===== src/rtl/rf_access_arbiter.sv =====
// ============================================================================
// Module : rf_access_arbiter
// Brief  : Shares the register-file write port and debug read port between
//          core writeback and a debug master. Optional RF_ACCESS_STATS_EN
//          adds grant/stall counters (ports are always present).
// Rev    : 1.0  initial release
// ============================================================================
`default_nettype none

module rf_access_arbiter #(
  parameter int XLEN       = 32,
  parameter int AW         = 5,
  parameter int STARVE_MAX = 4
) (
  input  logic            clock,
  input  logic            reset,
  input  logic            core_we,
  input  logic [AW-1:0]   core_waddr,
  input  logic [XLEN-1:0] core_wdata,
  output logic            core_stall,
  input  logic            dbg_req,
  input  logic            dbg_we,
  input  logic [AW-1:0]   dbg_addr,
  input  logic [XLEN-1:0] dbg_wdata,
  output logic            dbg_ack,
  output logic [XLEN-1:0] dbg_rdata,
  output logic            rf_we,
  output logic [AW-1:0]   rf_waddr,
  output logic [XLEN-1:0] rf_wdata,
  output logic [AW-1:0]   rf_dbg_raddr,
  input  logic [XLEN-1:0] rf_dbg_rdata,
  output logic [15:0]     stat_grants,
  output logic [15:0]     stat_stalls
);

  localparam int c_cw = (STARVE_MAX < 1) ? 1 : $clog2(STARVE_MAX + 1);
  localparam logic [c_cw-1:0] c_starve = c_cw'(STARVE_MAX);

  localparam logic [1:0] c_idle    = 2'd0;
  localparam logic [1:0] c_pend    = 2'd1;
  localparam logic [1:0] c_ack     = 2'd2;
  localparam logic [1:0] c_release = 2'd3;

  logic [1:0]      r_state;
  logic [1:0]      w_next;
  logic [c_cw-1:0] r_wait_cnt;
  logic            r_we;
  logic [AW-1:0]   r_addr;
  logic [XLEN-1:0] r_wdata;
  logic [XLEN-1:0] r_rdata;

  logic            w_dbg_slot;
  logic            w_stall;
  logic            w_we;
  logic [AW-1:0]   w_waddr;
  logic [XLEN-1:0] w_wdata;
  logic [XLEN-1:0] w_rd_value;

  // A same-cycle core write to the read address wins over the stale RF value.
  assign w_rd_value = (r_addr == '0) ? '0 :
                      (core_we && (core_waddr == r_addr)) ? core_wdata : rf_dbg_rdata;

  always_ff @(posedge clock or posedge reset) begin
    if (reset) begin
      r_state <= c_idle;
    end else begin
      r_state <= w_next;
    end
  end

  always_comb begin
    w_next = r_state;
    case (r_state)
      c_idle:    if (dbg_req) w_next = c_pend;
      c_pend:    if (!r_we || !core_we || (r_wait_cnt == c_starve)) w_next = c_ack;
      c_ack:     w_next = c_release;
      c_release: if (!dbg_req) w_next = c_idle;
      default:   w_next = c_idle;
    endcase
  end

  always_ff @(posedge clock or posedge reset) begin
    if (reset) begin
      r_wait_cnt <= '0;
      r_we       <= 1'b0;
      r_addr     <= '0;
      r_wdata    <= '0;
      r_rdata    <= '0;
    end else begin
      case (r_state)
        c_idle: begin
          if (dbg_req) begin
            r_we       <= dbg_we;
            r_addr     <= dbg_addr;
            r_wdata    <= dbg_wdata;
            r_wait_cnt <= '0;
          end
        end
        c_pend: begin
          if (!r_we) begin
            r_rdata <= w_rd_value;
          end else if (core_we && (r_wait_cnt != c_starve)) begin
            r_wait_cnt <= r_wait_cnt + 1'b1;
          end
        end
        default: ;
      endcase
    end
  end

  always_comb begin
    w_dbg_slot = 1'b0;
    w_stall    = 1'b0;
    if ((r_state == c_pend) && r_we) begin
      if (!core_we) begin
        w_dbg_slot = 1'b1;
      end else if (r_wait_cnt == c_starve) begin
        w_dbg_slot = 1'b1;
        w_stall    = 1'b1;
      end
    end
    w_we    = w_dbg_slot ? 1'b1    : core_we;
    w_waddr = w_dbg_slot ? r_addr  : core_waddr;
    w_wdata = w_dbg_slot ? r_wdata : core_wdata;
    // The pass-through path is forced quiet while reset is held.
    rf_we        = !reset && w_we && (w_waddr != '0);
    rf_waddr     = reset ? '0 : w_waddr;
    rf_wdata     = reset ? '0 : w_wdata;
    rf_dbg_raddr = r_addr;
    core_stall   = w_stall;
    dbg_ack      = (r_state == c_ack);
    dbg_rdata    = r_rdata;
  end

`ifdef RF_ACCESS_STATS_EN
  logic [15:0] r_stat_grants;
  logic [15:0] r_stat_stalls;

  always_ff @(posedge clock or posedge reset) begin
    if (reset) begin
      r_stat_grants <= '0;
      r_stat_stalls <= '0;
    end else begin
      if (dbg_ack && (r_stat_grants != 16'hFFFF)) r_stat_grants <= r_stat_grants + 16'd1;
      if (w_stall && (r_stat_stalls != 16'hFFFF)) r_stat_stalls <= r_stat_stalls + 16'd1;
    end
  end

  assign stat_grants = r_stat_grants;
  assign stat_stalls = r_stat_stalls;
`else
  assign stat_grants = 16'h0000;
  assign stat_stalls = 16'h0000;
`endif

endmodule

`default_nettype wire


===== config.mk =====
export PLATFORM = sky130hd
export DESIGN_NAME = rf_access_arbiter
export DESIGN_NICKNAME = d
export VERILOG_FILES = /design/src/rtl/rf_access_arbiter.sv
export SDC_FILE = /design/constraint.sdc
export NUM_CORES = 1
export LEC_CHECK = 0
export ABC_AREA = 1
export ABC_CLOCK_PERIOD_IN_PS = 7800
export CAP_MARGIN = 20
export CORE_AREA = 2 2 113 115
export CTS_CLUSTER_DIAMETER = 200
export DETAILED_ROUTE_END_ITERATION = 7
export DIE_AREA = 0 0 115 117
export PLACE_DENSITY = 0.77
export SYNTH_ARGS = -nofsm -noshare
export SYNTH_HDL_FRONTEND = slang
export SYNTH_SLANG_ARGS = --single-unit

===== constraint.sdc =====
create_clock -name clock -period 7.8 [get_ports clock]
set_clock_uncertainty 0.05 [all_clocks]
set_input_delay 2.34 -clock clock [delete_from_list [all_inputs] [get_ports clock]]
set_output_delay 2.34 -clock clock [all_outputs]
set_load 0.01 [all_outputs]

* Word level (Yosys, flattened, before mapping)
Index checks and enable logic that the tools add are counted.
Storage, ports and cells: flip-flop bits (word level) 75, output and inout bits 109, latch bits 0, RAM bits 0, word-level logic and storage cells 57, memories kept 0, memory bits (read-only) 0, input bits 111
Cells by class: multiplexer cells 20, $add $sub $neg 1, multiply operators 0, $lt $le $gt $ge 0, bitwise logic cells 1, div/mod/pow operators 0, shift-type cells 0, equal/unequal tests 11, reductions and logical operators 18
Operators with widths (number):
- $mux W32 | 4
- $mux W5 | 2
- $ne A2 B2 Y1 const B | 5
- $mux W3 | 3
- $pmux W2 S4 | 1
- $mux W1 | 6
- $mux W2 | 3
- $pmux W3 S2 | 1
- $eq A5 B5 Y1 | 1
- $logic_and A1 B1 Y1 | 5
- $logic_not A5 Y1 | 1
- $reduce_bool A5 Y1 | 1
- $eq A2 B2 Y1 const B | 2
- $reduce_and A2 Y1 | 2
- $reduce_and A4 Y1 | 1
- $add A3 B1 Y3 const B | 1
- $eq A3 B3 Y1 const B | 1
- $logic_not A1 Y1 | 3
- $ne A3 B3 Y1 const B | 1
- $reduce_and A3 Y1 | 1
- $eq A2 B1 Y1 const B | 1
- $logic_not A2 Y1 | 1
- $logic_or A1 B1 Y1 | 2
- $reduce_bool A2 Y1 | 1
- $not A1 Y1 | 1

* Logic depth before layout (Yosys ltp)
word-level depth 7, gate-level depth with buffers 11, gate-level depth less buffers 10

* Worst setup path before layout
Ideal clock, no wire load.
path kind input-to-output, from input reset, to output rf_wdata[14], buffers on the path 1, setup slack -0.024 ns, data arrival time 5.434 ns, stages on the path 4, required time 5.410 ns, path through inv_1 -> clkbuf_1 -> o21ai_0 -> a21oi_1
Between the ends: longest elaborated chain between the ends 1
Ends and longest elaborated chain:
- start: declaration | RTL line 16 | input logic reset,
- $mux W32 | RTL line 128 | rf_wdata = reset ? '0 : w_wdata;
- end: declaration | RTL line 29 | output logic [XLEN-1:0] rf_wdata,
Every way passes these cells.

* Worst setup path after layout
from input core_we, to output rf_we
Between the ends: longest elaborated chain between the ends 5, elaborated cells on any way between the ends 7, those cells by class mux: 4; reduce/logical: 3
Ends and longest elaborated chain:
- start: declaration | RTL line 17 | input logic core_we,
- $mux W1 | RTL line 115 | if (!core_we) begin
- $mux W1 | RTL line 114 | if ((r_state == c_pend) && r_we) begin
- $mux W5 or $mux W1 (tied branches) | RTL line 123, 122
- $reduce_bool A5 Y1 or $logic_and A1 B1 Y1 (tied branches) | RTL line 126 | rf_we = !reset && w_we && (w_waddr != '0);
- $logic_and A1 B1 Y1 * | RTL line 126
- end: declaration | RTL line 27 | output logic rf_we,
Mark *: on every way between the ends. The rest lies on a longest branch, timed or not.

==> flow_metrics.tcl <==
set metrics [dict create \
    met1_usage_pct 24.1 \
    cts_sinks 75 \
    placed_area_mm2 0.00629 \
    synth_cells 573 \
    antenna_found_initial 0 \
    final_area_mm2 0.00665 \
    finalHoldViolations 0 \
    synthFlopType "dfrtp_1" \
    p_per_area_mw_per_mm2 306 \
    area_growth_pct 49.1 \
    routed_wl_um 13100 \
    routed_via_density 4.75 \
    finalSetupViolations 0 \
    cts_tree "done" \
    critPathTopFamily "buffers and inverters" \
    h-tree-depth 3 \
    met2_usage_pct 33.6 \
    post_cts_buffers 0 \
    clkTransAtPathRegs_ns 0.06 \
    yosys_warnings 0 \
    arrival_ns 4.56 \
    layout_worst_path_cycle_share_pct 89.1 \
    n_antenna_cell 0 \
    status "finished, final reports clean" \
    worst_hold_path_type "reg -> reg" \
    final_cells 905 \
    cap_violations 0 \
    fmax_mhz 144 \
    dieArea_mm2 0.0135 \
    vias 4297 \
    die_h_um 117 \
    top_usage_layer "met2" \
    grt_max_degree 72 \
    grt_pass1_vias 4095 \
    grt_util_all_layers_pct 19.5 \
    met3_usage_pct 3.96 \
    wl_per_cell_um 14.4 \
    slew_headroom_pct 29.6 \
    drt-initial-drc-count 179 \
    drive_above_1_share_pct 9.14 \
    place_hpwl_um 9310 \
    cp_slowest_cell "clkdlybuf4s50_1" \
    synth_most_common_cell "nand2_1" \
    rsz0062_at_grt "no" \
    gp_congestion 0.883 \
    period_minus_slack_ns 6.95 \
    grt_pass1_wl_um 20500 \
    rows 41 \
    start_util_pct 36.2 \
    postCtsHoldBufs 0 \
    first_pass_iters 4 \
    crit_fanout 71 \
    leakagePower_nw 3.25 \
    cts-resized-gates 0 \
    setup_slack_ns 0.850 \
    synth_seq_area_share_pct 42.1 \
    timing.final.max_slew_violations 0 \
    cts_buffers 9 \
    ys_types 26 \
    end_kind "output port" \
    coreArea_mm2 0.0123 \
    synth_top_cells_by_area "dfrtp_1 42%, nand2_1 11%, mux2_2 8.3%" \
    syn_area_per_cell_um2 7.79 \
    path_buf_inv 2 \
    drc 0 \
    cpPeakStageDelay_ns 0.56 \
    final.setup.tns_ns 0 \
    crit_chain "clkdlybuf4s50_1 -> nand2_2 -> nand2_4 -> nand2_1 -> o21ai_1 -> nand2_1 -> nor2_1 -> nor2_1 -> clkdlybuf4s50_1" \
    drtAntennaViolNets 0 \
    gr-total-overflow 0 \
    cts-root-buf "clkbuf_16" \
    numPortBuffers 187 \
    ios 220 \
    synth_area_mm2 0.00446 \
    nNetsFinal 867 \
    required_ns 5.41 \
    yosysTopAreaCellShare_pct 42.1 \
    peakVddDrop_v 0.000168 \
    synth-seq-cells 75 \
    synth_edf_count 0 \
    insertion_delay_ns 0.33 \
    critPathKind "in -> out" \
    die_x_um 115 \
    fin_util_pct 54.0 \
    cts_buffer_depth 2 \
    netlist_top_cells_count "127 x nand2_1, 82 x inv_1, 75 x dfrtp_1, 74 x nand3_1, 41 x a21oi_1" \
    yosysTopAreaCell "dfrtp_1" \
    dp.cells 887 \
    async_flop_share_pct 100 \
    worst_pin_slew_ns 1.05 \
    worst_setup_path_start_kind "input port" \
    dp_slack_ns 0.927 \
]
placed cells by master (no fill, tap or decap), types with 2 or more instances in the layout:
| cell type | count |
|---|---|
| a21oi_1 | 41 |
| buf_16 | 2 |
| buf_4 | 6 |
| clkbuf_16 | 9 |
| clkdlybuf4s50_1 | 187 |
| clkinv_2 | 3 |
| clkinv_4 | 2 |
| conb_1 | 32 |
| dfrtp_1 | 75 |
| ha_1 | 6 |
| inv_1 | 81 |
| inv_2 | 3 |
| mux2_2 | 33 |
| nand2_1 | 126 |
| nand2_2 | 3 |
| nand3_1 | 74 |
| nor2_1 | 18 |
| o21ai_0 | 38 |
| o21ai_1 | 3 |
metrics by stage:
| step | total power, mW | hold slack, ns |
|---|---|---|
| 6_report | 2.03 | 0.425 |
| 5_1_grt | 2.18 | 0.456 |
| 4_1_cts | 2.02 | 0.431 |
| 3_5_place_dp | 1.59 | 0.415 |
| 3_3_place_gp | 1.57 | 0.411 |
| 2_1_floorplan | 1.19 | 0.424 |
routing by layer:
layer  vias to the layer above  wire length [µm]
met5                         -                 0
met4                         0               215
met3                        17               925
met2                       183              6410
met1                      1990              5510
li1                       2107                 -
final timing paths:
kind | slack, ns | to | from | depth (start not counted)
hold reg to reg | 0.42 | dbg_rdata[28]$_DFFE_PP0P_ | dbg_rdata[28]$_DFFE_PP0P_ | 2
min in group asynchronous | 2.46 | r_wdata[7]$_DFFE_PP0P_ | reset | 2
hold / removal | 0.42 | dbg_rdata[28]$_DFFE_PP0P_ | dbg_rdata[28]$_DFFE_PP0P_ | 2
max in group asynchronous | 4.54 | r_wdata[17]$_DFFE_PP0P_ | reset | 4
setup reg to reg | 5.61 | dbg_rdata[1]$_DFFE_PP0P_ | r_state[1]$_DFFE_PP0P_ | 9
setup / recovery | 0.85 | rf_we | core_we | 9
sequential cells by signal, summed over array words and instances (netlist names):
register,count
dbg_rdata,32
r_state,2
r_wait_cnt,3
r_wdata,32
r_we,1
rf_dbg_raddr,5
cell families (layout without fill, tap and decap cells):
group	after synthesis	count (layout)	share of synthesized area, %
and+or+nand+nor	226	226	21.7
buffers and inverters	148	299	16.6
AOI/OAI and AO/OA	83	83	9.36
DFF	75	75	42.1
muxes	33	33	8.33
adders and majority gates	6	6	1.68
other	1	32	0.0840
xor gates and xnor gates	1	1	0.196
power by group:
| part | leakage, nW | internal [mW] | switching (mW) |
|---|---|---|---|
| clock network | 0.148 | 0.256 | 0.165 |
| registers | 0.899 | 0.585 | 0.111 |
| logic | 2.20 | 0.466 | 0.450 |
layout make-up:
cell class / instances / area (µm²)
Inverter: 87 / 330
Tap cell: 150 / 188
Clock buffer: 10 / 239
Fill cell: 1168 / 5660
Clock inverter: 6 / 65.1
Multi-Input combinational cell: 381 / 1960
Timing Repair Buffer: 196 / 1990
Sequential cell: 75 / 1880
worst register-to-register path: stages (launching register included):
cell	delay (ns)
dfrtp_1	0.38
inv_1	0.09
ha_1	0.29
inv_1	0.09
nor2_1	0.05
o21ai_1	0.08
clkinv_1	0.50
buf_16	0.37
nand3_1	0.10
nand2_1	0.07
(Power assumes the default switching activity.)
==> edit, RTL diff (same flow settings) <==
The option `RF_ACCESS_STATS_EN` is turned on by a define.
--- a/src/rtl/rf_access_arbiter.sv
+++ b/src/rtl/rf_access_arbiter.sv
@@ -8,2 +8,4 @@
 `default_nettype none
+
+`define RF_ACCESS_STATS_EN
 
Behaviour: not the same (Yosys sat finds a counterexample within 4 cycles, from zero or initial values and one cycle with reset high).
==> edit against the unedited design <==
  * Sequential cell count grew 32
  * Wire length grew 37%
  * Area after synthesis grew 37%
  * Final area grew 32%
  * Setup slack lost 71 ps
  * Clock power grew 23%
  * Power grew 20%
  * Sequential share of layout area grew 2.3 points
==> edit: results (changes against the unedited design) <==
Top post-synthesis cells by count = nand2_1, dfrtp_1, inv_1, nand3_1, o21ai_0
R2r endpoint = dbg_rdata[2]
Hold path start = dbg_rdata[6]
Metal2 WL = 8630 µm (+35%)
Pre-CTS setup slack = 792 ps (-135 ps)
Status = completed
Nets = 1128 (+30%)
Leakage power = 0.00420 µW (+29%)
R2R cell count = 8 (-1)
Layout Cells excl Fill = 1164 (+29%)
Met1 Track Usage GR = 34.9% (+11 points)
CP Data Arrival Time = 4630 ps (+70 ps)
Initial antenna violation count = 0 (unchanged)
Largest net degree at the start of global routing = 62 (-14%)
WL final = 17900 µm (+37%)
Worst-Margin Slew = 1080 ps (+28.7 ps)
Worst R2R Setup Slack = 5350 ps (-260 ps)
CP max stage delay = 560 ps (about the same)
Via density = 5.07 (+6.7%)
Sequential area share after synthesis = 43.9% (+1.8 points)
Layout cell share with drive strength beyond 1 = 8.19% (-0.95 points)
Met3 WL post-DR = 1120 µm (+21%)
Initial DRC Count = 333 (+86%)
Hpwl dp = 13400 µm (+44%)
First-pass GRT wire length = 27900 µm (+36%)
Clk_lat worst skew = 350 ps (+20 ps)
# diodes = 0 (unchanged)
Peak VDD IR = 0.167 mV (-0.58%)
Area after DPL = 8420 µm² (+34%)
Max FO, Critical Path = 31 (-56%)
Met2 Usage GRT = 44.4% (+11 points)
Cell variety after synth = 28 (+7.7%)
All-Layer GR Usage = 26.6% (+7.1 points)
Hold WS = 431 ps (+6.38 ps)
Hold EP = dbg_rdata[6]
Fillers = 1052 (-9.9%)
M3 GR Usage = 5.10% (+1.1 points)
WL met1 = 7740 µm (+40%)
Vias in the first global route = 5517 (+35%)
GP Congestion = 0.867 (-1.9%)
Syn Area/Cell = 7.62 µm² (-2.2%)
## edit: cell types whose count changed in the layout (fill, tap and decap cells not counted), moves of 9 or more
cell,unedited run,this run
conb_1,32,0
inv_1,81,96
xnor2_1,0,17
o21ai_0,38,47
clkdlybuf4s50_1,187,219
nand3_1,74,54
dfrtp_1,75,107
nor2_1,18,43
nand2_1,126,254
nand4_1,1,35
## edit: cells by family after synthesis
logic type	share of synthesized area, %
xor gates and xnor gates	3.59
muxes	6.09
adders and majority gates	1.64
and+or+nand+nor	28.2
AOI/OAI and AO/OA	7.44
buffers and inverters	9.16
DFF	43.9
## edit: how the worst max path moves through the flow
stage             from           end  slack, ps  cells after the start
2_1_floorplan    reset  rf_wdata[23]        840                      4
3_3_place_gp   core_we  rf_wdata[24]        830                      7
3_5_place_dp   core_we   rf_wdata[2]        790                      7
4_1_cts        core_we   rf_wdata[2]        800                      7
5_1_grt        core_we  rf_wdata[26]        540                      7
6_report       core_we   rf_wdata[2]        780                      7
## edit: cell type report
class / instances / area [µm²] / area share (%)
tap: 150 / 188 / 2.14
multi-input combinational: 555 / 2870 / 32.7
clock buffer: 13 / 280 / 3.20
inverter: 103 / 389 / 4.44
clock inverter: 3 / 67.6 / 0.770
timing repair buffer: 233 / 2300 / 26.2
sequential: 107 / 2680 / 30.5
## edit: worst register-to-register path, stage by stage, from the launching register on
cell and delay [ps]:
dfrtp_1 400, inv_1 100, ha_1 280, inv_1 60, nor2_1 170, o21ai_0 160
inv_1 810, nand3_1 250, nand2_1 110
## edit: power breakdown
| part | switching (µW) | internal, µW | leakage (µW) | total (µW) |
|---|---|---|---|---|
| Combinational | 517 | 497 | 0.00269 | 1010 |
| Sequential | 137 | 763 | 0.00134 | 900 |
| Clock | 201 | 316 | 0.000168 | 517 |
| Total | 855 | 1580 | 0.00420 | 2430 |
